`config.mk`:
```
export PLATFORM = sky130hd
export DESIGN_NAME = gray_step_ctrl
export DESIGN_NICKNAME = d
export VERILOG_FILES = /design/src/rtl/gray_step_ctrl.sv
export SDC_FILE = /design/constraint.sdc
export NUM_CORES = 1
export LEC_CHECK = 0
export CELL_PAD_IN_SITES_DETAIL_PLACEMENT = 0
export CELL_PAD_IN_SITES_GLOBAL_PLACEMENT = 1
export CORE_MARGIN = 4
export CORE_UTILIZATION = 35
export CTS_BUF_LIST = sky130_fd_sc_hd__clkbuf_16
export DETAILED_ROUTE_END_ITERATION = 10
export PLACE_DENSITY = 0.78
export SYNTH_ARGS = -nofsm -noshare
export SYNTH_HDL_FRONTEND = slang
export SYNTH_SLANG_ARGS = --single-unit
```
`constraint.sdc`:
```
create_clock -name clk -period 2 [get_ports clk]
set_input_delay 0.4 -clock clk [delete_from_list [all_inputs] [get_ports clk]]
set_output_delay 0.4 -clock clk [all_outputs]
set_load 0.03 [all_outputs]
```
`src/rtl/gray_step_ctrl.sv`:
```
// gray_step_ctrl: steps a binary-held Gray code N steps up/down with pause; define GRAY_LOAD_EN for load/load_val preset ports
module gray_step_ctrl #(
  parameter int N  = 4,
  parameter int SW = 8
) (
  input  logic          clk,
  input  logic          rst,
  input  logic          start,
  input  logic          dir,
  input  logic [SW-1:0] steps,
  input  logic          pause,
  input  logic          clr,
`ifdef GRAY_LOAD_EN
  input  logic          load,
  input  logic [N-1:0]  load_val,
`endif
  output logic          busy,
  output logic          done,
  output logic [SW-1:0] remaining,
  output logic [N-1:0]  gray_out
);
  typedef enum logic [1:0] {IDLE, RUN, DONE} state_t;
  state_t nxt, state;
  logic [N-1:0] bin, bin_n, ld_bin;
  logic [SW-1:0] rem_n;
  logic dir_q, dir_n, ld, step, go;
  function automatic logic [N-1:0] g2b(input logic [N-1:0] g);
    for (int i = 0; i < N; i++) g2b[i] = ^(g >> i);
  endfunction
`ifdef GRAY_LOAD_EN
  assign ld = load;
  assign ld_bin = g2b(load_val);
`else
  assign ld = 1'b0;
  assign ld_bin = '0;
`endif
  always_ff @(posedge clk) begin
    if (!rst) begin
      state <= IDLE;
      bin <= '0;
      dir_q <= 1'b0;
      remaining <= '0;
      busy <= 1'b0;
      done <= 1'b0;
      gray_out <= '0;
    end else begin
      state <= nxt;
      bin <= bin_n;
      dir_q <= dir_n;
      remaining <= rem_n;
      busy <= nxt == RUN;
      done <= nxt == DONE;
      gray_out <= bin_n ^ (bin_n >> 1);
    end
  end
  always_comb begin
    nxt = state == IDLE ? ((clr || ld || !start) ? IDLE : (steps == '0 ? DONE : RUN))
        : state == RUN ? ((!pause && remaining == SW'(1)) ? DONE : RUN)
        : IDLE;
  end
  // clr outranks load, both outrank start; only IDLE reacts to them
  always_comb begin
    step = state == RUN && !pause;
    go = state == IDLE && start && !clr && !ld;
    bin_n = (state == IDLE && clr) ? '0
          : (state == IDLE && ld) ? ld_bin
          : step ? (dir_q ? bin + N'(1) : bin - N'(1))
          : bin;
    rem_n = go ? steps : step ? remaining - SW'(1) : remaining;
    dir_n = go ? dir : dir_q;
  end
endmodule
```
==> results_dict.tcl <==
set metrics [dict create \
    status "completed" \
    core_area_um2 2810 \
    gr-usage-all-layers_pct 14.4 \
    required_ps 1600 \
    ctsHoldBuffers 0 \
    final_layout_size_suffix_gt1_share_pct 13.1 \
    hpwl_um 1970 \
    design_area_um2 1490 \
    drt_pass1_iterations 4 \
    rows 19 \
    root_buffer "clkbuf_16" \
    clk_latency_ps 250 \
    critPathSlowestCell "clkdlybuf4s50_1" \
    placedCellCount 180 \
    cp-start-kind "flip-flop" \
    endpoint_kind "output port" \
    cts_tree "yes" \
    drc 0 \
    r2r_end "gray_out[2]" \
    grt_first_pass_wirelength_um 4570 \
    synth_compound_area_share_pct 18.2 \
    crit_arrival_ps 1470 \
    synth-main-ff-cell "dfxtp_1" \
    synthCells 116 \
    first_global_vias 1034 \
    clk_pin_slew_ps 60 \
    synth_nets 135 \
    synth_seq_cells 20 \
    nets 173 \
    start_util_pct 37.2 \
    holdCritPathClass "flip-flop to flip-flop" \
    die_h_um 62.6 \
    ant_nets 0 \
    synth_area_um2 1040 \
    fmax_mhz 535 \
    post_cts_buffers 0 \
    reg2regPathDepth 7 \
    yosysSeqAreaShare_pct 38.3 \
    slew_violations 0 \
    place.gp.congestion 0.789 \
    ir_worst_vdd_v 0.000331 \
    crit_path_start "remaining[2]" \
    rsz0062_at_grt "no" \
    setup_tns_ps 0 \
    num_antenna_cells 0 \
    min_period_over_period_pct 93.5 \
    htreeDepth 1 \
    slowest_delay_ps 730 \
    synth.area.top_cells "dfxtp_1 38%, nor2_1 5.7%, ha_1 4.8%" \
    synth_fa_ha_area_share_pct 6.71 \
    synth_xor_area_share_pct 5.87 \
    critical-path-top-delay-family "buffers and inverters" \
    netlist-cell-type-count 38 \
    worstHoldStart "dir_q" \
    finalHoldViolations 0 \
    via_per_inst 5.35 \
    yosysWarnings 0 \
    whs_ps 493 \
    synth-async-reset-ratio_pct 0 \
    max-slew-margin-rel_pct 75.2 \
    synth_top_area_share_pct 38.3 \
    drt_iter0_drc 23 \
    holdPathStages 2 \
    die_w_um 62.6 \
    synth_common_cells "20 x dfxtp_1, 16 x nor2_1, 10 x nand2_1, 5 x nor2b_1" \
    cts_sinks 20 \
    num_io_pins 28 \
    avgSynthCellArea_um2 9.01 \
    drt-total-wl_um 2610 \
    grt_overflow 0 \
    port-buffer-count 27 \
    reg2reg_from "dir_q" \
    ff2ff_setup_slack_ps 260 \
    skew_ps 3.06 \
    cts_resized 0 \
    path_buf_inv 1 \
    fin_crit_ps 1870 \
    total_leakage_power_nw 0.548 \
    antenna_found_initial 0 \
    synth_top_family_by_area "simple AND/OR/NAND/NOR gates" \
    holdPathEnd "dir_q" \
    die-area_um2 3920 \
    place_area_um2 1410 \
    finalSetupViolations 0 \
    synthSimpleGateAreaFrac_pct 24.8 \
    numCtsBuffers 3 \
    yosysMostFrequentCell "dfxtp_1" \
    fin_cells 184 \
    tightest_slew_ps 366 \
    cp_max_fo 8 \
    yosysTopAreaCell "dfxtp_1" \
    vias 984 \
    grt_max_degree 12 \
    crit_path_cell_trace "clkdlybuf4s50_1" \
    area_growth_pct 42.3 \
    cap_violations 0 \
    powerDensity_nw_per_um2 772 \
    criticalPathCategory "flip-flop to output port" \
    clock_path_buffers 2 \
    muxShareOfSynthArea_pct 1.92 \
    synth_edf_count 0 \
    wl_per_cell_um 14.2 \
]
-- report_power, final --
group | total, mW | leakage [nW] | switching [mW] | internal (mW)
logic | 0.280 | 0.346 | 0.144 | 0.136
registers | 0.453 | 0.163 | 0.0285 | 0.424
clock network | 0.414 | 0.0385 | 0.148 | 0.266
-- area by class of cell --
class / instances / area (um2)
Clock buffer: 3 / 75.1
Timing Repair Buffer: 38 / 353
Multi-Input combinational cell: 87 / 601
Inverter: 4 / 15.0
Fill cell: 279 / 1320
Tap cell: 31 / 38.8
Sequential cell: 20 / 400
Clock inverter: 1 / 3.75
-- cell usage in the layout, fill, tap and decap left out, types with 2 or more instances in the layout --
cell type	n
xnor2_1	4
nor3_1	3
a32oi_1	2
inv_1	4
nor4_1	3
xor2_1	3
buf_4	11
ha_1	4
clkdlybuf4s50_1	27
a21boi_0	4
clkbuf_16	3
a31oi_1	2
nor2b_1	5
a221oi_1	3
dfxtp_1	20
nand3_1	2
mux2i_1	2
nand2_1	10
nor2_1	16
and2_1	2
o21ai_1	2
a21oi_1	4
-- how the worst max path moves through the flow --
stage	cells after the start	endpoint
after CTS	1	remaining[2]
after detailed placement	6	remaining[3]
after global placement	6	remaining[3]
after floorplan	7	gray_out[2]
after global routing	1	remaining[0]
final	1	remaining[2]
-- state kept, by name (all words and copies together), names as in the netlist --
register,cells
bin,3
busy,1
dir_q,1
remaining,8
done,1
state,2
gray_out,4
-- logic make-up after synthesis --
group	count (synthesis)
adder cells (fa/ha/maj)	5
multiplexers	2
XOR/XNOR	7
AND/OR/NAND/NOR	48
flip-flops	20
buffers and inverters	9
AO/OA/AOI/OAI	25
-- stage by stage --
stage / total power, mW / util [%] / setup slack, ps
CTS: 1.16 / 53.0 / 129
global placement: 0.739 / 50.2 / -34.2
detailed placement: 0.740 / 50.2 / -30.9
global route: 1.21 / 53.0 / 84.7
finish: 1.15 / 53.0 / 129
floorplan: 0.624 / - / 311
-- routing by layer --
metal	share of wire, %	track usage [%]	wire length [um]	vias to the layer above
li1	-	-	-	489
met5	0	0	0	-
met2	48	23.6	1250	29
met3	4.6	3.24	121	2
met4	0.65	5.79	17	0
met1	47	18.1	1220	464
No activity file was read; power rests on OpenSTA's default activity.
